**src/rtl/sccb_arb_pkg.sv**
```systemverilog
// Shared types and constants for the SCCB register-port arbiter.
package sccb_arb_pkg;

  localparam int NUM_REQ         = 2;
  localparam int TIMEOUT_CYC_DEF = 2000000;  // 80 ms at 25 MHz

  typedef enum logic [1:0] {
    IDLE  = 2'd0,
    ISSUE = 2'd1,
    WAIT  = 2'd2,
    RESP  = 2'd3
  } arb_state_t;

  // One-hot requester mask from a requester index.
  function automatic logic [NUM_REQ-1:0] req_mask(input logic idx);
    return idx ? 2'b10 : 2'b01;
  endfunction

endpackage

```
**src/rtl/rr_arbiter2.sv**
```systemverilog
// Two-way round-robin grant: ties go to the requester not granted last time.
module rr_arbiter2 (
  input  logic       clk,
  input  logic       rst,
  input  logic [1:0] req,
  input  logic       update,
  output logic       grant,
  output logic       valid
);

  logic last_grant;

  assign valid = |req;

  always_comb begin
    grant = req[1];
    if (&req) grant = ~last_grant;
  end

  // Reset to 1 so requester 0 wins the first tie.
  always_ff @(posedge clk or posedge rst) begin
    if (rst)                 last_grant <= 1'b1;
    else if (update && valid) last_grant <= grant;
  end

endmodule

```
**src/rtl/sccb_arbiter.sv**
```systemverilog
// Shares the SCCB register-access port between the UART path (0) and an
// on-chip agent (1); round-robin grant, held request, timeout abort.
module sccb_arbiter
  import sccb_arb_pkg::*;
#(
  parameter int TIMEOUT_CYC = TIMEOUT_CYC_DEF,
  parameter int TO_W        = 21
) (
  input  logic               clk25,
  input  logic               RESET,
  input  logic               init_done,
  input  logic [NUM_REQ-1:0] r_rreq,
  input  logic [NUM_REQ-1:0] r_wreq,
  input  logic [15:0]        r_addr,
  input  logic [15:0]        r_wdata,
  output logic [NUM_REQ-1:0] r_done,
  output logic [NUM_REQ-1:0] r_err,
  output logic [7:0]         r_rdata,
  output logic               m_rreq,
  output logic               m_wreq,
  output logic [7:0]         m_addr,
  output logic [7:0]         m_data_write,
  input  logic [7:0]         m_data_read,
  input  logic               m_com_done,
  output logic               busy
);

  arb_state_t state_q, state_d;

  logic [NUM_REQ-1:0][7:0] addr_v, wdata_v;
  logic [NUM_REQ-1:0]      req;
  logic                    g, any_req, conflict, start, grant_take, to_hit;
  logic                    g_q, rd_q, err_q;
  logic [7:0]              addr_q, wdata_q, rdata_q;
  logic [TO_W-1:0]         to_cnt;

  assign addr_v     = r_addr;
  assign wdata_v    = r_wdata;
  assign req        = r_rreq | r_wreq;
  assign conflict   = r_rreq[g] & r_wreq[g];
  assign start      = (state_q == IDLE) && init_done && any_req;
  // A conflicting request is answered with an error and does not count as a turn.
  assign grant_take = start && !conflict;
  assign to_hit     = (to_cnt == TO_W'(TIMEOUT_CYC - 1));

  rr_arbiter2 u_rr (
    .clk    (clk25),
    .rst    (RESET),
    .req    (req),
    .update (grant_take),
    .grant  (g),
    .valid  (any_req)
  );

  always_ff @(posedge clk25 or posedge RESET) begin
    if (RESET) state_q <= IDLE;
    else       state_q <= state_d;
  end

  always_comb begin
    state_d = state_q;
    case (state_q)
      IDLE:  if (start) state_d = conflict ? RESP : ISSUE;
      ISSUE: state_d = WAIT;
      WAIT:  if (m_com_done || to_hit) state_d = RESP;
      RESP:  state_d = IDLE;
      default: state_d = IDLE;
    endcase
  end

  always_ff @(posedge clk25 or posedge RESET) begin
    if (RESET) begin
      g_q     <= 1'b0;
      rd_q    <= 1'b0;
      err_q   <= 1'b0;
      addr_q  <= '0;
      wdata_q <= '0;
      rdata_q <= '0;
      to_cnt  <= '0;
    end else begin
      case (state_q)
        IDLE: if (start) begin
          g_q     <= g;
          err_q   <= conflict;
          rdata_q <= '0;
          if (!conflict) begin
            rd_q    <= r_rreq[g];
            addr_q  <= addr_v[g];
            wdata_q <= wdata_v[g];
          end
        end
        ISSUE: to_cnt <= '0;
        WAIT: begin
          to_cnt <= to_cnt + TO_W'(1);
          // com_done takes priority over a timeout in the same cycle.
          if (m_com_done) begin
            err_q <= 1'b0;
            if (rd_q) rdata_q <= m_data_read;
          end else if (to_hit) begin
            err_q   <= 1'b1;
            rdata_q <= '0;
          end
        end
        default: ;
      endcase
    end
  end

  assign m_addr       = addr_q;
  assign m_data_write = wdata_q;
  assign m_rreq       = (state_q == WAIT) &&  rd_q;
  assign m_wreq       = (state_q == WAIT) && !rd_q;
  assign busy         = (state_q != IDLE);
  assign r_done       = (state_q == RESP) ? req_mask(g_q) : '0;
  assign r_err        = err_q ? r_done : '0;
  assign r_rdata      = (state_q == RESP) ? rdata_q : '0;

endmodule

```
**config.mk**
```make
export PLATFORM = sky130hd
export DESIGN_NAME = sccb_arbiter
export DESIGN_NICKNAME = d
export VERILOG_FILES = /design/src/rtl/sccb_arb_pkg.sv /design/src/rtl/rr_arbiter2.sv /design/src/rtl/sccb_arbiter.sv
export SDC_FILE = /design/constraint.sdc
export NUM_CORES = 1
export LEC_CHECK = 0
export ABC_CLOCK_PERIOD_IN_PS = 2500
export BUFFER_PORTS_ARGS = -buffer_cell sky130_fd_sc_hd__buf_2
export CAP_MARGIN = 30
export CORE_MARGIN = 2
export CORE_UTILIZATION = 50
export DETAILED_ROUTE_END_ITERATION = 10
export PLACE_DENSITY = 0.76
export SYNTH_ARGS = -nofsm -noshare
export SYNTH_HDL_FRONTEND = slang
export SYNTH_HIERARCHICAL = 1
export SYNTH_SLANG_ARGS = --single-unit
```
**constraint.sdc**
```tcl
create_clock -name clk25 -period 2.5 [get_ports clk25]
set_clock_uncertainty 0.2 [all_clocks]
set_input_delay 0.375 -clock clk25 [delete_from_list [all_inputs] [get_ports clk25]]
set_output_delay 0.375 -clock clk25 [all_outputs]
set_load 0.005 [all_outputs]
```
==> results.py, run 1 <==
metrics = {
    "detailed_routing": {
        "drt_first_pass_iters": 4,
        "vias_per_cell": 5.51,
        "vias": 2387,
        "drt_wl_total_um": 6270,
        "drt-initial-drc-count": 71,
        "wl_per_cell_um": 14.5,
        "drc": 0,
        "ant_nets": 0,
    },
    "cells_and_area": {
        "final_util_pct": 63.1,
        "num_antenna_cells": 0,
        "fillers": 462,
        "num-nets-final": 413,
        "area_growth_pct": 20.5,
        "drive_above_1_share_pct": 41.3,
    },
    "sta": {
        "finalCritPeriodShare_pct": 90.5,
        "slew_violations": 0,
        "fin_setup_tns_ns": 0,
        "slew_headroom_pct": 60.6,
        "rsz0062_at_grt": "false",
        "min_period_ns": 2.26,
        "clock.fmax_ghz": 0.442,
        "finalSetupViolCount": 0,
        "tightestPinTransition_ns": 0.589,
        "fin_ws_ns": 0.237,
        "final-hold-violation-count": 0,
    },
    "clocking": {
        "cts-root-buf": "clkbuf_8",
        "hold_buffers": 1,
        "cts_max_level": 2,
        "cts.sinks": 51,
        "cts_setup_buffers": 0,
        "cts_buffer_depth": 2,
        "tritoncts": "built",
        "cts-resized-gates": 0,
        "cts_buffers": 5,
        "clk_pin_slew_ns": 0.09,
        "insertion_delay_ns": 0.31,
    },
    "synthesis": {
        "synthArstFlopShare_pct": 100,
        "synth.cell_area_um2": 2900,
        "synth.net_count": 328,
        "yosysSeqAreaShare_pct": 44.1,
        "yosys.area_share.simple_pct": 19.0,
        "synth.area.mux_share_pct": 14.8,
        "synth-xor-area-share_pct": 1.81,
        "synth_top_area_share_pct": 43.2,
        "ys_seq_elements": 51,
        "synth_ff_type": "dfrtp_1",
        "synthAdderAreaFrac_pct": 2.16,
        "synth-compound-area-share_pct": 12.3,
        "synth_top_family_by_area": "simple AND/OR/NAND/NOR gates",
        "syn_inst": 275,
        "yosysMostFrequentCell": "dfrtp_1",
        "yosys_warnings": 6,
        "synth_top_area_cell": "dfrtp_1",
        "syn_area_per_cell_um2": 10.5,
        "synth_edf_count": 0,
        "ys_types": 54,
        "synthTopCellsByArea": "dfrtp_1 (43%), mux2_2 (13%), o21ai_0 (2.9%)",
        "synth_commonest_cells": "dfrtp_1 (50), mux2_2 (34), inv_1 (20), o21ai_0 (17), nor2_1 (16)",
    },
    "setup_path": {
        "rr_endpoint": "state_q[1]$_DFFE_PP0P_",
        "critPathTopFamily": "buffers and inverters",
        "r2r-start": "to_cnt[13]$_DFFE_PP0P_",
        "cp.depth": 5,
        "critPathRequiredTime_ns": 1.92,
        "ff2ff_path_depth": 4,
        "critPathLaunchType": "flop",
        "crit_chain": "inv_1 > ha_1 > inv_1 > nor2_1 > buf_2",
        "worstPathArrival_ns": 1.69,
        "crit_top_cell": "inv_1",
        "slowest_delay_ns": 0.41,
        "slowest_stage": "dfrtp_1",
        "path_max_fanout": 11,
        "critPathCaptureType": "output port",
        "crit_type": "reg -> out",
        "rrSetupSlack_ns": 0.40,
        "crit_buf_inv": 3,
    },
    "floorplanning": {
        "core_region_area_um2": 5540,
        "design.portCount": 79,
        "die_y_um": 80.1,
        "dieArea_um2": 6420,
        "rows": 27,
        "die-width_um": 80.1,
        "start_util_pct": 52.3,
    },
    "grt": {
        "gr-usage-all-layers_pct": 21.5,
        "grt_max_degree": 37,
        "grt_pass1_wl_um": 10800,
        "antenna_found_initial": 0,
        "grt_pass1_vias": 2437,
        "grt_overflow": 0,
    },
    "worst_hold_path": {
        "hold_path.class": "in -> reg",
        "hold_depth": 3,
        "min_to": "rdata_q[1]$_DFFE_PP0P_",
        "worstHoldStart": "m_data_read[1]",
    },
    "run_status": {
        "status": "finished clean",
    },
    "power_and_ir_drop": {
        "peakVddDrop_uv": 534,
        "total_power_mw": 3.31,
        "p_per_area_nw_per_um2": 947,
        "power_leakage_nw": 1.68,
    },
    "placed_design": {
        "dp_slack_ns": 0.228,
        "portBuffers": 78,
        "dp_hpwl_um": 4790,
        "place_congestion": 0.823,
    },
    "flow_run": {
        "max_cap_viol_count": 0,
    },
}
[sequential cells by signal, indices dropped and copies added (netlist names)]
register / cells
to_cnt: 21
err_q: 1
rdata_q: 8
state_q: 2
m_data_write: 8
u_rr/last_grant: 1
m_addr: 8
g_q: 1
rd_q: 1
[logic make-up after synthesis]
group | after synthesis
and+or+nand+nor | 87
AOI/OAI and AO/OA | 56
DFF | 51
muxes | 38
buffers and inverters | 32
xor gates and xnor gates | 6
adders and majority gates | 5
[cell type report]
type	count	area (um^2)	area share (%)
Multi-Input combinational cell	192	1460	41.7
Sequential cell	51	1280	36.6
Timing Repair Buffer	90	495	14.2
Tap cell	72	90.1	2.58
Clock buffer	6	82.6	2.36
Inverter	20	75.1	2.15
Clock inverter	2	16.3	0.466
[through the flow]
stage | cells | instance area, um^2 | hold slack, ns
after floorplan | 275 | 2900 | 0.0647
after global placement | 424 | 3380 | 0.165
after detailed placement | 424 | 3380 | 0.172
after CTS | 433 | 3490 | 0.0999
after global routing | 433 | 3490 | 0.115
final | 433 | 3490 | 0.101
[where the power goes]
| part | internal, mW | total [mW] | switching [mW] |
|---|---|---|---|
| Combinational | 0.750 | 1.54 | 0.793 |
| Sequential | 1.09 | 1.26 | 0.169 |
| Clock | 0.226 | 0.507 | 0.281 |
[placed cells by master, fill, tap and decap left out, types with 3 or more instances in the layout]
cell,Yosys,routed
a21oi_1,12,12
nor2b_1,5,5
nor2_1,16,16
xnor2_1,3,3
o21ai_0,17,17
inv_1,20,19
mux2i_1,3,3
and2_1,12,12
ha_1,5,5
nand2b_1,4,4
dfrtp_1,50,50
a22oi_1,8,8
mux2_2,34,34
buf_2,2,78
and4_1,5,5
nand2_1,13,13
nand3_1,5,5
xor2_1,3,3
a31oi_1,3,3
nand4_1,5,5
clkbuf_8,0,6
buf_4,2,10
[worst max-delay path by stage]
stage | from | to | slack (ns)
2_1_floorplan | r_rreq[0] | m_addr[1]$_DFFE_PP0P_ | 0.13
3_3_place_gp | r_rreq[1] | m_data_write[6]$_DFFE_PP0P_ | 0.31
3_5_place_dp | r_rreq[1] | m_data_write[5]$_DFFE_PP0P_ | 0.23
5_1_grt | state_q[0]$_DFFE_PP0P_ | m_rreq | 0.1
4_1_cts | state_q[0]$_DFFE_PP0P_ | m_rreq | 0.23
6_report | state_q[0]$_DFFE_PP0P_ | m_rreq | 0.24
[worst min-delay path, stage by stage]
cell and delay, ns:
buf_2 0.07, a22oi_1 0.06, o21ai_0 0.07
[layer usage]
layer  vias up  track usage [%]  part of all wire [%]
met4         0             8.81                   2.0
li1       1155                -                     -
met1      1145             27.1                    43
met3         9             4.27                   5.4
met5         -                0                     0
met2        78             36.2                    50
Note: power is estimated with default switching activity, not from simulation.
==> inputs of run 2 (changes only) <==
==> constraint.sdc (replaced) <==
create_clock -name clk25 -period 2.5 [get_ports clk25]
set_clock_uncertainty 0.2 [all_clocks]
set_input_delay 0.125 -clock clk25 [delete_from_list [all_inputs] [get_ports clk25]]
set_output_delay 0.125 -clock clk25 [all_outputs]
set_load 0.005 [all_outputs]
==> run 2 against run 1 <==
Compared with the run above: total power grew 6.6%; fmax is 4.3% lower; critical path depth is 4 higher; register-to-register slack got worse by 0.19 ns; hold slack got worse by 0.098 ns; critical path type is now in -> reg; core utilization up 7.9 points; count of clock-buffer cells in the layout unchanged; clock power increased by 21%.
==> results.py, run 2 (synthesis gave the netlist of run 1 again) <==
metrics = {
    "run_status": {
        "status": "finished clean",
    },
    "cells_and_area": {
        "top_register": "to_cnt",
        "area_growth_pct": 35.6,
        "num-nets-final": 451,
        "final_common_cell": "buf_2",
        "multi_input_area_um2": 1470,
        "layout_common_cells": "buf_2 (78), dfrtp_1 (50), dlygate4sd3_1 (43)",
        "regArea_um2": 1280,
        "num_antenna_cells": 0,
        "final_area_um2": 3930,
        "fillers": 362,
        "drive_above_1_share_pct": 36.8,
        "largest_reg_flops": 21,
    },
    "detailed_routing": {
        "vias_per_cell": 5.51,
        "drt-initial-drc-count": 146,
        "ant_nets": 0,
        "drt_wl_total_um": 7940,
        "wl_per_cell_um": 16.9,
        "drt_first_pass_iters": 4,
        "drc": 0,
        "vias": 2595,
    },
    "floorplanning": {
        "rows": 27,
        "start_util_pct": 52.3,
        "core_region_area_um2": 5540,
        "die_y_um": 80.1,
        "die-width_um": 80.1,
        "dieArea_um2": 6420,
        "design.portCount": 79,
    },
    "clocking": {
        "cts-root-buf": "clkbuf_8",
        "cts_max_level": 2,
        "cts_setup_buffers": 0,
        "tritoncts": "built",
        "insertion_delay_ns": 0.31,
        "cts.sinks": 51,
        "clk_pin_slew_ns": 0.09,
        "cts_buffers": 5,
        "cts_buffer_depth": 2,
    },
    "placed_design": {
        "postPlaceCellArea_um2": 3370,
        "place_congestion": 0.838,
        "portBuffers": 78,
        "dp_hpwl_um": 4800,
    },
    "sta": {
        "slew_violations": 0,
        "finalSetupViolCount": 0,
        "tightestPinTransition_ns": 0.522,
        "min_period_ns": 2.36,
        "fin_setup_tns_ns": 0,
        "clock.fmax_ghz": 0.423,
        "rsz0062_at_grt": "false",
        "finalCritPeriodShare_pct": 94.6,
        "final-hold-violation-count": 0,
        "slew_headroom_pct": 65.1,
    },
    "power_and_ir_drop": {
        "power.share.switching_pct": 37.3,
        "intPower_mw": 2.21,
        "peakVddDrop_uv": 656,
        "p_per_area_nw_per_um2": 897,
        "p_switching_mw": 1.32,
        "seqPwrFrac_pct": 35.9,
        "clockPowerShare_pct": 17.4,
        "combPwrFrac_pct": 46.7,
        "power_leakage_nw": 1.87,
    },
    "setup_path": {
        "worstPathArrival_ns": 2.37,
        "critPathLaunchType": "input port",
        "rrSetupSlack_ns": 0.21,
        "critPathCaptureType": "flop",
        "critPathRequiredTime_ns": 2.50,
        "path_max_fanout": 15,
        "crit_type": "in -> reg",
    },
    "grt": {
        "grt_pass1_wl_um": 12700,
        "grt_overflow": 0,
        "gr-usage-all-layers_pct": 25.0,
        "antenna_found_initial": 0,
        "grt_max_degree": 32,
        "grt_pass1_vias": 2719,
    },
    "flow_run": {
        "max_cap_viol_count": 0,
    },
    "worst_hold_path": {
        "hold_path.class": "in -> reg",
    },
}
==> run 2: repair_timing <==
item                                    CTS  global route
endpoints found under the setup margin    0            22
hold buffers                             41             2
hold endpoints to repair                 46             1
gates resized for setup                   0             3
==> run 2: worst max-delay path: stages <==
cell           delay [ns]
dlygate4sd3_1        0.55
buf_2                0.14
or2_2                0.31
a21boi_2             0.26
nor2b_1              0.12
a32oi_2              0.30
nand2b_4             0.12
buf_12               0.17
mux2_2               0.27
==> run 2: path summary, 6_finish.rpt <==
path	start	to	cells past startpoint
worst max register to register	state_q[0]$_DFFE_PP0P_	to_cnt[15]$_DFFE_PP0P_	6
worst max-delay path	r_wreq[0]	m_data_write[6]$_DFFE_PP0P_	9
worst min register to register	m_addr[0]$_DFFE_PP0P_	m_addr[0]$_DFFE_PP0P_	1
max in group asynchronous	RESET	to_cnt[13]$_DFFE_PP0P_	4
min in group asynchronous	RESET	u_rr/last_grant$_DFFE_PP1P_	3
worst min-delay path	r_wdata[1]	m_data_write[1]$_DFFE_PP0P_	3
==> run 2: layout make-up <==
type / instances / share of cell area (%)
inverters: 20 / 1.91
repair buffers: 128 / 22.9
well taps: 72 / 2.29
multi-input cells: 192 / 37.4
flip-flops and latches: 51 / 32.5
clock buffers: 6 / 2.10
clock inverters: 2 / 0.891
==> run 2: stage by stage <==
stage / setup slack [ns] / total power, mW / utilization, % / instances / hold WS (ns)
2_1_floorplan: 0.376 / 2.34 / - / 275 / -0.185
3_3_place_gp: 0.283 / 2.75 / 60.8 / 420 / -0.0615
5_1_grt: 0.0259 / 3.78 / 70.9 / 471 / 0.00318
4_1_cts: 0.0216 / 3.48 / 70.3 / 469 / 0.000416
3_5_place_dp: 0.203 / 2.82 / 60.8 / 420 / -0.0511
6_report: 0.136 / 3.53 / 70.9 / 471 / 0.00340
==> run 2: power by group through the flow <==
stage | Sequential, mW | Clock, mW | Combinational [mW]
2_1_floorplan | 1.25 | 0 | 1.10
3_3_place_gp | 1.25 | 0 | 1.50
3_5_place_dp | 1.26 | 0 | 1.56
4_1_cts | 1.25 | 0.617 | 1.62
5_1_grt | 1.29 | 0.660 | 1.83
6_report | 1.27 | 0.612 | 1.65
==> run 2: metal layers <==
metal / GRT usage, % / up-vias / wire length (um)
met1: 31.2 / 1270 / 3290
met5: 0 / - / 0
met4: 5.76 / 0 / 124
met2: 42.4 / 84 / 4060
met3: 7.75 / 13 / 474
li1: - / 1228 / -
